**config.mk**
```make
export PLATFORM = sky130hd
export DESIGN_NAME = cpu_mem_arbiter_flat
export DESIGN_NICKNAME = d
export VERILOG_FILES = /design/src/rtl/cpu_mem_arbiter_if.sv /design/src/rtl/cpu_mem_arbiter.sv /design/src/flat_wrapper.sv
export SDC_FILE = /design/constraint.sdc
export NUM_CORES = 1
export LEC_CHECK = 0
export CORE_AREA = 4 4 136 138
export DETAILED_ROUTE_END_ITERATION = 8
export DIE_AREA = 0 0 140 142
export PLACE_DENSITY = 0.66
export SETUP_SLACK_MARGIN = 0.4
export SYNTH_ARGS = -nofsm -noshare
export SYNTH_HDL_FRONTEND = slang
export SYNTH_SLANG_ARGS = --single-unit
```
**constraint.sdc**
```tcl
create_clock -name clk -period 1.5 [get_ports clk]
set_input_delay 0.15 -clock clk [delete_from_list [all_inputs] [get_ports clk]]
set_output_delay 0.15 -clock clk [all_outputs]
set_load 0.03 [all_outputs]
```
**src/rtl/cpu_mem_arbiter_if.sv**
```systemverilog
// Bus bundle between the arbiter, its host/CPU clients and the shared SRAM.
// The slave modport is the arbiter's view; master is the surrounding system.
interface cpu_mem_arbiter_if #(
   parameter int ADDR_W = 19,
   parameter int DATA_W = 32
);
   logic              start;
   logic              halt;

   logic              h_req;
   logic              h_we;
   logic [31:0]       h_addr;
   logic [DATA_W-1:0] h_wdata;
   logic              h_ack;
   logic              h_rvalid;
   logic [DATA_W-1:0] h_rdata;

   logic              i_req;
   logic [31:0]       i_addr;
   logic [DATA_W-1:0] i_rdata;
   logic              d_re;
   logic              d_we;
   logic [31:0]       d_addr;
   logic [DATA_W-1:0] d_wdata;
   logic [DATA_W-1:0] d_rdata;
   logic              cpu_stall;
   logic              cpu_hold;

   logic              mem_en;
   logic              mem_we;
   logic [ADDR_W-1:0] mem_addr;
   logic [DATA_W-1:0] mem_wdata;
   logic [DATA_W-1:0] mem_rdata;

   modport slave (
      input  start, halt,
      input  h_req, h_we, h_addr, h_wdata,
      output h_ack, h_rvalid, h_rdata,
      input  i_req, i_addr, d_re, d_we, d_addr, d_wdata,
      output i_rdata, d_rdata, cpu_stall, cpu_hold,
      output mem_en, mem_we, mem_addr, mem_wdata,
      input  mem_rdata
   );

   modport master (
      output start, halt,
      output h_req, h_we, h_addr, h_wdata,
      input  h_ack, h_rvalid, h_rdata,
      output i_req, i_addr, d_re, d_we, d_addr, d_wdata,
      input  i_rdata, d_rdata, cpu_stall, cpu_hold,
      input  mem_en, mem_we, mem_addr, mem_wdata,
      output mem_rdata
   );
endinterface

```
**src/rtl/cpu_mem_arbiter.sv**
```systemverilog
// Boot sequencer and single-port SRAM arbiter: host owns the memory in BOOT,
// CPU fetch and load/store share it in RUN with a pipeline stall until served.
module cpu_mem_arbiter #(
   parameter int ADDR_W = 19,
   parameter int DATA_W = 32
) (
   input  logic             clk,
   input  logic             rst_n,
   cpu_mem_arbiter_if.slave bus
);
   localparam logic [0:0] BOOT = 1'b0;
   localparam logic [0:0] RUN  = 1'b1;

   localparam logic [1:0] OWN_NONE = 2'd0;
   localparam logic [1:0] OWN_I    = 2'd1;
   localparam logic [1:0] OWN_D    = 2'd2;
   localparam logic [1:0] OWN_H    = 2'd3;

   logic [0:0]        state_q, state_d;
   logic [1:0]        owner_q, owner_d;
   logic              i_done_q, d_done_q;
   logic              i_held_q, d_held_q;
   logic              halt_pend_q;
   logic [DATA_W-1:0] i_hold_q, d_hold_q;

   logic in_run;
   logic grant_h, grant_i, grant_d;
   logic i_ready, d_ready;
   logic stall, advance;
   logic halt_seen, go_boot, go_run;
   logic unused_addr_bits;

   // Only word-address bits reach the SRAM; byte offset and alias bits are dropped.
   assign unused_addr_bits = ^{bus.h_addr[1:0], bus.h_addr[31:ADDR_W+2],
                               bus.i_addr[1:0], bus.i_addr[31:ADDR_W+2],
                               bus.d_addr[1:0], bus.d_addr[31:ADDR_W+2]};

   assign in_run  = (state_q == RUN);
   assign grant_h = !in_run && bus.h_req;
   assign grant_d = in_run && (bus.d_re || bus.d_we) && !d_done_q;
   assign grant_i = in_run && bus.i_req && !i_done_q && !grant_d;

   assign i_ready = (owner_q == OWN_I) || i_held_q;
   assign d_ready = (owner_q == OWN_D) || d_held_q;

   assign stall   = !in_run
                 || (bus.i_req && !i_ready)
                 || (bus.d_re  && !d_ready)
                 || (bus.d_we  && !(d_done_q || grant_d));
   assign advance = !stall;

   // Leave RUN only when nothing new launches and the served flags will clear.
   assign halt_seen = in_run && (bus.halt || halt_pend_q);
   assign go_boot   = halt_seen && !grant_d && !grant_i
                   && (advance || !(i_done_q || d_done_q));
   assign go_run    = !in_run && bus.start;

   always_comb begin
      // NOTE: every output of this block gets a default first so no path leaves
      // a variable unassigned, which would otherwise infer a latch.
      bus.mem_en    = 1'b0;
      bus.mem_we    = 1'b0;
      bus.mem_addr  = '0;
      bus.mem_wdata = '0;
      owner_d       = OWN_NONE;
      if (grant_h) begin
         bus.mem_en    = 1'b1;
         bus.mem_we    = bus.h_we;
         bus.mem_addr  = bus.h_addr[ADDR_W+1:2];
         bus.mem_wdata = bus.h_wdata;
         owner_d       = bus.h_we ? OWN_NONE : OWN_H;
      end else if (grant_d) begin
         bus.mem_en    = 1'b1;
         bus.mem_we    = bus.d_we;
         bus.mem_addr  = bus.d_addr[ADDR_W+1:2];
         bus.mem_wdata = bus.d_we ? bus.d_wdata : '0;
         owner_d       = bus.d_re ? OWN_D : OWN_NONE;
      end else if (grant_i) begin
         bus.mem_en    = 1'b1;
         bus.mem_addr  = bus.i_addr[ADDR_W+1:2];
         owner_d       = OWN_I;
      end
   end

   always_comb begin
      state_d = state_q;
      if (go_run)  state_d = RUN;
      if (go_boot) state_d = BOOT;
   end

   assign bus.h_ack     = grant_h;
   assign bus.h_rvalid  = (owner_q == OWN_H);
   assign bus.h_rdata   = bus.h_rvalid ? bus.mem_rdata : '0;
   assign bus.i_rdata   = (owner_q == OWN_I) ? bus.mem_rdata : i_hold_q;
   assign bus.d_rdata   = (owner_q == OWN_D) ? bus.mem_rdata : d_hold_q;
   assign bus.cpu_stall = stall;
   assign bus.cpu_hold  = !in_run;

   // NOTE: sequential state uses non-blocking assignments so every register
   // samples the pre-edge values regardless of statement order.
   always_ff @(posedge clk or negedge rst_n) begin
      if (!rst_n) begin
         state_q     <= BOOT;
         owner_q     <= OWN_NONE;
         i_done_q    <= 1'b0;
         d_done_q    <= 1'b0;
         i_held_q    <= 1'b0;
         d_held_q    <= 1'b0;
         halt_pend_q <= 1'b0;
         i_hold_q    <= '0;
         d_hold_q    <= '0;
      end else begin
         state_q <= state_d;
         owner_q <= owner_d;

         if (in_run && !go_boot && !advance) begin
            i_done_q <= i_done_q || grant_i;
            d_done_q <= d_done_q || grant_d;
            i_held_q <= i_held_q || (owner_q == OWN_I);
            d_held_q <= d_held_q || (owner_q == OWN_D);
         end else begin
            i_done_q <= 1'b0;
            d_done_q <= 1'b0;
            i_held_q <= 1'b0;
            d_held_q <= 1'b0;
         end

         halt_pend_q <= halt_seen && !go_boot;

         if (owner_q == OWN_I) i_hold_q <= bus.mem_rdata;
         if (owner_q == OWN_D) d_hold_q <= bus.mem_rdata;
      end
   end
endmodule

```
**src/flat_wrapper.sv**
```systemverilog
// flat-port wrapper written by rule: the top's interface ports become plain ports
module cpu_mem_arbiter_flat 
#(
   parameter int ADDR_W = 19,
   parameter int DATA_W = 32
)
  (clk, rst_n, bus_start, bus_halt, bus_h_req, bus_h_we, bus_h_addr, bus_h_wdata, bus_h_ack, bus_h_rvalid, bus_h_rdata, bus_i_req, bus_i_addr, bus_d_re, bus_d_we, bus_d_addr, bus_d_wdata, bus_i_rdata, bus_d_rdata, bus_cpu_stall, bus_cpu_hold, bus_mem_en, bus_mem_we, bus_mem_addr, bus_mem_wdata, bus_mem_rdata);
  cpu_mem_arbiter_if #(.ADDR_W(ADDR_W), .DATA_W(DATA_W)) bus_i ();
  input  logic clk;
  input  logic rst_n;
  input wire logic [$bits(bus_i.start)-1:0] bus_start;
  input wire logic [$bits(bus_i.halt)-1:0] bus_halt;
  input wire logic [$bits(bus_i.h_req)-1:0] bus_h_req;
  input wire logic [$bits(bus_i.h_we)-1:0] bus_h_we;
  input wire logic [$bits(bus_i.h_addr)-1:0] bus_h_addr;
  input wire logic [$bits(bus_i.h_wdata)-1:0] bus_h_wdata;
  output wire logic [$bits(bus_i.h_ack)-1:0] bus_h_ack;
  output wire logic [$bits(bus_i.h_rvalid)-1:0] bus_h_rvalid;
  output wire logic [$bits(bus_i.h_rdata)-1:0] bus_h_rdata;
  input wire logic [$bits(bus_i.i_req)-1:0] bus_i_req;
  input wire logic [$bits(bus_i.i_addr)-1:0] bus_i_addr;
  input wire logic [$bits(bus_i.d_re)-1:0] bus_d_re;
  input wire logic [$bits(bus_i.d_we)-1:0] bus_d_we;
  input wire logic [$bits(bus_i.d_addr)-1:0] bus_d_addr;
  input wire logic [$bits(bus_i.d_wdata)-1:0] bus_d_wdata;
  output wire logic [$bits(bus_i.i_rdata)-1:0] bus_i_rdata;
  output wire logic [$bits(bus_i.d_rdata)-1:0] bus_d_rdata;
  output wire logic [$bits(bus_i.cpu_stall)-1:0] bus_cpu_stall;
  output wire logic [$bits(bus_i.cpu_hold)-1:0] bus_cpu_hold;
  output wire logic [$bits(bus_i.mem_en)-1:0] bus_mem_en;
  output wire logic [$bits(bus_i.mem_we)-1:0] bus_mem_we;
  output wire logic [$bits(bus_i.mem_addr)-1:0] bus_mem_addr;
  output wire logic [$bits(bus_i.mem_wdata)-1:0] bus_mem_wdata;
  input wire logic [$bits(bus_i.mem_rdata)-1:0] bus_mem_rdata;
  assign bus_i.start = bus_start;
  assign bus_i.halt = bus_halt;
  assign bus_i.h_req = bus_h_req;
  assign bus_i.h_we = bus_h_we;
  assign bus_i.h_addr = bus_h_addr;
  assign bus_i.h_wdata = bus_h_wdata;
  assign bus_h_ack = bus_i.h_ack;
  assign bus_h_rvalid = bus_i.h_rvalid;
  assign bus_h_rdata = bus_i.h_rdata;
  assign bus_i.i_req = bus_i_req;
  assign bus_i.i_addr = bus_i_addr;
  assign bus_i.d_re = bus_d_re;
  assign bus_i.d_we = bus_d_we;
  assign bus_i.d_addr = bus_d_addr;
  assign bus_i.d_wdata = bus_d_wdata;
  assign bus_i_rdata = bus_i.i_rdata;
  assign bus_d_rdata = bus_i.d_rdata;
  assign bus_cpu_stall = bus_i.cpu_stall;
  assign bus_cpu_hold = bus_i.cpu_hold;
  assign bus_mem_en = bus_i.mem_en;
  assign bus_mem_we = bus_i.mem_we;
  assign bus_mem_addr = bus_i.mem_addr;
  assign bus_mem_wdata = bus_i.mem_wdata;
  assign bus_i.mem_rdata = bus_mem_rdata;
  cpu_mem_arbiter #(.ADDR_W(ADDR_W), .DATA_W(DATA_W)) u_core (.clk(clk), .rst_n(rst_n), .bus(bus_i));
endmodule
```
==> impl_metrics.tcl, run 1 <==
set metrics [dict create \
    status "finished with violations" \
    violations "design-rule violations, negative setup slack" \
    cts_buffers 9 \
    grt_pass1_vias 5829 \
    clockRootBuffer "clkbuf_16" \
    synthMuxAreaShare_pct 0 \
    drtIter0Drc 243 \
    hold_class "in -> async" \
    total_power_mw 26.6 \
    grt_pass1_wl_um 33100 \
    grt_use_total_pct 21.3 \
    yosysTopAreaCell "dfrtp_1" \
    path_class "reg -> out" \
    required_ns 1.35 \
    clk_latency_ns 0.34 \
    drc 4 \
    cts_tree "done" \
    end_kind "output port" \
    clock-sinks 72 \
    multi_input_area_um2 3540 \
    fin_ws_ns -0.420 \
    start_util_pct 21.6 \
    path_max_fanout 10 \
    worstMarginPinSlew_ns 0.503 \
    num_antenna_cells 0 \
    max_slew_margin_pct 66.5 \
    synth_compound_area_share_pct 15.9 \
    r2r_start "u_core.owner_q[0]$_DFF_PN0_" \
    grt_start_max_net_pins 39 \
    clkTransAtPathRegs_ns 0.06 \
    io_buffers 314 \
    critical_path.startpoint "u_core.d_done_q$_DFF_PN0_" \
    drive_gt1_share_pct 70.0 \
    maxCapViolations 0 \
    synthesis.area_um2 3700 \
    synth_top_family_by_area "simple AND/OR/NAND/NOR gates" \
    syn_avg_cell_area_um2 8.47 \
    ir_drop_uv 1360 \
    cp.arrival_ns 1.77 \
    gp_congestion 0.901 \
    postRouteAntennaNets 0 \
    final_common_cell "buf_6" \
    route.vias.total 5247 \
    final_cell_mix "224 x buf_6, 181 x nand2_4, 160 x clkdlybuf4s50_1, 69 x dfrtp_1, 44 x buf_12" \
    numPlacedInstances 997 \
    yosys.area_share.simple_pct 28.0 \
    io-pin-count 354 \
    register_area_um2 1810 \
    yosysTopAreaCellShare_pct 48.6 \
    cts-htree-levels 3 \
    met2_length_um 12600 \
    fin_crit_sh_pct 128 \
    finalHoldViolations 0 \
    yosysWarnings 0 \
    first_pass_iters 9 \
    synth.area.top_cells "dfrtp_1 49%, nand2_1 20%, a22o_1 7.6%" \
    die_w_um 140 \
    critPathLaunchType "register" \
    synth_fa_ha_area_share_pct 0 \
    clk_path_buf_depth 2 \
    fin_cells 1122 \
    clock.fmax_mhz 521 \
    finalCriticalPeriod_ns 1.92 \
    nFillCells 1193 \
    drt_wl_total_um 23200 \
    wl_met3_um 1620 \
    rsz0062_at_grt "true" \
    die_area_um2 19900 \
    rows 48 \
    synthCells 437 \
    fin_nets 1094 \
    grt_antenna_before_repair 0 \
    synth-xor-area-share_pct 0 \
    grt_overflow_total 0 \
    wl_met1_um 7880 \
    die_y_um 142 \
    ys_ff_latch 72 \
    p_per_area_nw_per_um2 2280 \
    syn-num-nets 638 \
    drt-wirelength-per-cell_um 20.7 \
    ys_types 30 \
    p_leak_nw 5.72 \
    maxUsedRoutingLayer "met4" \
    finClkSkew_ns 0.00324 \
    ys_seq_area_share_pct 48.6 \
    coreArea_um2 17200 \
    via_per_inst 4.68 \
    dp.final_hpwl_um 15200 \
    setup_viol 160 \
    finalMaxSlewViolations 0 \
    area_growth_pct 215 \
]
==> worst paths after layout <==
| kind | to | slack [ns] | depth (start not counted) |
|---|---|---|---|
| worst max register to register | u_core.i_held_q$_DFF_PN0_ | -0.18 | 9 |
| worst min register to register | u_core.i_hold_q[23]$_DFF_PN0_ | 0.50 | 2 |
| worst max-delay path | bus_mem_addr[3] | -0.42 | 5 |
| max in group asynchronous | u_core.d_hold_q[22]$_DFF_PN0_ | 0.58 | 3 |
| worst min-delay path | u_core.i_hold_q[11]$_DFF_PN0_ | 0.32 | 2 |
| min in group clk | u_core.i_hold_q[23]$_DFF_PN0_ | 0.50 | 2 |
==> power breakdown <==
| part | switching, mW | internal, mW | total (mW) |
|---|---|---|---|
| Clock | 0.867 | 1.32 | 2.19 |
| Combinational | 10.1 | 10.7 | 20.8 |
| Sequential | 0.756 | 2.90 | 3.66 |
==> registers in the layout (all words and copies together) (netlist names) <==
signal and count:
u_core.d_done_q 1, u_core.i_done_q 1, u_core.d_hold_q 32, u_core.owner_q 2, u_core.i_hold_q 32, u_core.i_held_q 1, u_core.d_held_q 1, u_core.halt_pend_q 1
u_core.in_run 1
==> Yosys cell counts <==
cell type  number
o21bai_1        1
inv_2           2
nand2_2         1
o22ai_2         1
nor2_1          2
nand2_1       194
o22ai_1         1
buf_6           6
a21oi_1         2
o21ai_0         4
a222oi_1       19
nand2b_1        2
buf_2          10
nor3b_4         1
and2_1          1
o211a_1         1
a21o_1          1
and3_1         33
dfrtp_1        72
o31a_1          1
nand3b_1        1
nor3_4          1
o211ai_1        2
clkbuf_1       17
a22o_1         32
o21a_1          3
nor2b_1         3
buf_4           1
inv_1          21
or2b_1          1
==> worst max-delay path, stage by stage (launching register included) <==
cell,delay (ns)
dfrtp_1,0.41
o211a_4,0.27
clkbuf_16,0.17
a222oi_1,0.38
inv_2,0.07
buf_6,0.14
==> area by class of cell <==
class	count	share of cell area, %
flip-flops and latches	72	15.5
clock buffers	10	2.05
repair buffers	478	48.4
repair inverters	1	0.0321
well taps	225	2.41
inverters	23	0.846
multi-input cells	308	30.3
clock inverters	5	0.493
==> logic make-up after synthesis <==
family	count (synthesis)
AND/OR/NAND/NOR	240
buffers and inverters	57
flip-flops	72
AO/OA/AOI/OAI	68
==> repair_timing <==
item                                    CTS  global route
endpoints found under the setup margin  224           225
hold endpoints to repair                 34             0
resized for setup                       295           112
hold buffers                              1             0
gates cloned                              7             7
setup buffers                            64            31
pin swaps                                93            83
==> stage by stage <==
stage | worst slack (ns) | utilization, % | instance area [µm²] | hold slack, ns | setup TNS (ns)
after CTS | -0.429 | 63.0 | 10800 | 0.327 | -46.48
after global placement | -0.409 | 50.8 | 8730 | 0.154 | -18.27
after detailed placement | -0.499 | 50.8 | 8730 | 0.155 | -20.70
after floorplan | 0.00520 | - | 5210 | -0.146 | 0
after global routing | -0.486 | 68.0 | 11700 | 0.353 | -58.41
final | -0.420 | 68.0 | 11700 | 0.316 | -48.75
==> routing by layer <==
metal / up-vias / GRT usage (%)
met5: - / 0
met1: 2555 / 22.4
met2: 242 / 39.4
li1: 2401 / -
met4: 0 / 10.1
met3: 49 / 5.91
No activity file was read; power rests on OpenSTA's default activity.
==> run 2, diff against run 1 <==
--- a/config.mk
+++ b/config.mk
@@ -6,6 +6,7 @@
 export NUM_CORES = 1
 export LEC_CHECK = 0
 export CORE_AREA = 4 4 136 138
+export CTS_BUF_LIST = sky130_fd_sc_hd__clkbuf_8 sky130_fd_sc_hd__clkbuf_16
 export DETAILED_ROUTE_END_ITERATION = 8
 export DIE_AREA = 0 0 140 142
 export PLACE_DENSITY = 0.66
==> constraint.sdc (replaced) <==
create_clock -name clk -period 1.9 [get_ports clk]
set_input_delay 0.19 -clock clk [delete_from_list [all_inputs] [get_ports clk]]
set_output_delay 0.19 -clock clk [all_outputs]
set_load 0.03 [all_outputs]
==> impl_metrics.tcl, run 2 (same netlist as run 1, synthesis figures left out) <==
set metrics [dict create \
    status "finished with violations" \
    violations "negative setup slack" \
    route.vias.total 5193 \
    grt_overflow_total 0 \
    p_per_area_nw_per_um2 1810 \
    numPlacedInstances 962 \
    finalMaxSlewViolations 0 \
    cts_tree "done" \
    grt_antenna_before_repair 1 \
    gp_congestion 0.864 \
    die_y_um 142 \
    rsz0062_at_grt "true" \
    setup_viol 68 \
    use_met3_pct 5.48 \
    cts_buffers 9 \
    grtUsageMet2_pct 39.3 \
    rows 48 \
    fin_nets 1055 \
    via_per_inst 4.79 \
    path_class "reg -> out" \
    finClkSkew_ns 0.00361 \
    start_util_pct 21.6 \
    fin_crit_sh_pct 104 \
    required_ns 1.71 \
    first_pass_iters 7 \
    coreArea_um2 17200 \
    grt_util_met1_pct 20.9 \
    die_area_um2 19900 \
    io-pin-count 354 \
    clk_latency_ns 0.33 \
    drive_gt1_share_pct 60.8 \
    worstMarginPinSlew_ns 0.430 \
    io_buffers 314 \
    fin_ws_ns -0.0827 \
    drtIter0Drc 154 \
    grt_pass1_wl_um 30800 \
    total_power_mw 19.3 \
    clk_path_buf_depth 2 \
    hold_class "in -> async" \
    final_cell_mix "159 x clkdlybuf4s50_1, 153 x buf_6, 90 x nand2_4, 68 x dfrtp_1, 62 x nand2_1" \
    area_growth_pct 188 \
    top_usage_layer "met2" \
    p_leak_nw 5.04 \
    nFillCells 1331 \
    dp.final_hpwl_um 15200 \
    clockRootBuffer "clkbuf_16" \
    maxCapViolations 0 \
    fin_cells 1084 \
    postRouteAntennaNets 0 \
    finalCriticalPeriod_ns 1.98 \
    finish.instance_area_um2 10600 \
    path_max_fanout 15 \
    placed_area_um2 7270 \
    cp.arrival_ns 1.79 \
    ir_drop_uv 1070 \
    drt_wl_total_um 25100 \
    clock.fmax_mhz 504 \
    grt_start_max_net_pins 43 \
    final_common_cell "clkdlybuf4s50_1" \
    die_w_um 140 \
    num_antenna_cells 0 \
    drc 0 \
    max_slew_margin_pct 71.4 \
    end_kind "output port" \
    drt-wirelength-per-cell_um 23.1 \
    finalHoldViolations 0 \
    grt_use_total_pct 20.3 \
    clkTransAtPathRegs_ns 0.06 \
    fin_tns_setup_ns -3.32 \
    top_regs "u_core.d_hold_q x32, u_core.i_hold_q x32, u_core.owner_q x2" \
    critPathLaunchType "register" \
    grt_pass1_vias 5102 \
    cts-htree-levels 3 \
    clock-sinks 72 \
    place_ws_ns -0.285 \
]
run 2: cell count changes in the layout (fill, tap and decap cells not counted), moves of 4 or more:
cell / previous run / this run
a22o_1: 0 / 6
buf_12: 44 / 51
buf_6: 224 / 153
buf_4: 32 / 51
buf_16: 6 / 10
a22o_4: 30 / 26
nand2_4: 181 / 90
nand2_1: 5 / 62
nand2_2: 7 / 42
run 2: through the flow:
stage / utilization [%] / hold WS (ns)
detailed placement: 42.3 / 0.162
global route: 62.0 / 0.403
CTS: 52.2 / 0.345
floorplan: - / -0.106
global placement: 42.3 / 0.159
finish: 62.0 / 0.353
run 2: power breakdown:
group          leakage, nW  switching [mW]  internal [mW]
Combinational         4.00            7.50           7.40
Sequential           0.882           0.476           2.29
Clock                0.150           0.625          0.978
run 2: worst paths after layout:
kind                                          startpoint                             to  slack, ns  cells past startpoint
max                            u_core.in_run$_DFFE_PN0P_              bus_mem_wdata[30]      -0.08                      7
min                                                rst_n   u_core.d_hold_q[2]$_DFF_PN0_       0.35                      2
max reg2reg                  u_core.owner_q[1]$_DFF_PN0_  u_core.i_hold_q[17]$_DFF_PN0_       0.06                     11
min reg2reg                u_core.d_hold_q[10]$_DFF_PN0_  u_core.d_hold_q[10]$_DFF_PN0_       0.48                      2
max in group asynchronous                          rst_n  u_core.d_hold_q[27]$_DFF_PN0_       0.96                      3
min in group clk                                bus_d_we      u_core.d_done_q$_DFF_PN0_       0.39                      3
run 2: area by class of cell:
type,count,area (µm²),share of cell area (%)
timing repair buffer,440,5300,49.8
inverter,23,98.8,0.928
clock buffer,12,267,2.50
tap,225,282,2.64
sequential,72,1810,17.0
multi-input combinational,308,2870,27.0
clock inverter,4,18.8,0.176
run 2: metal layers:
metal	part of all wire, %	wire [µm]
met3	6.5	1620
met5	0	0
met2	57	14200
met1	33	8220
met4	4.1	1030
run 2: critical path: stages, from the launching register on:
cell and delay, ns:
dfrtp_2 0.43, clkinv_4 0.13, nand2_8 0.11, inv_8 0.07, buf_16 0.15, buf_4 0.15
a22o_4 0.26, buf_12 0.14
run 2: repair_timing:
action,in CTS,in global routing
gates cloned,9,11
setup endpoints to repair,152,159
setup buffers,41,44
pin swaps,54,62
endpoints found under the hold margin,30,0
resized for setup,213,283
hold buffers,1,0
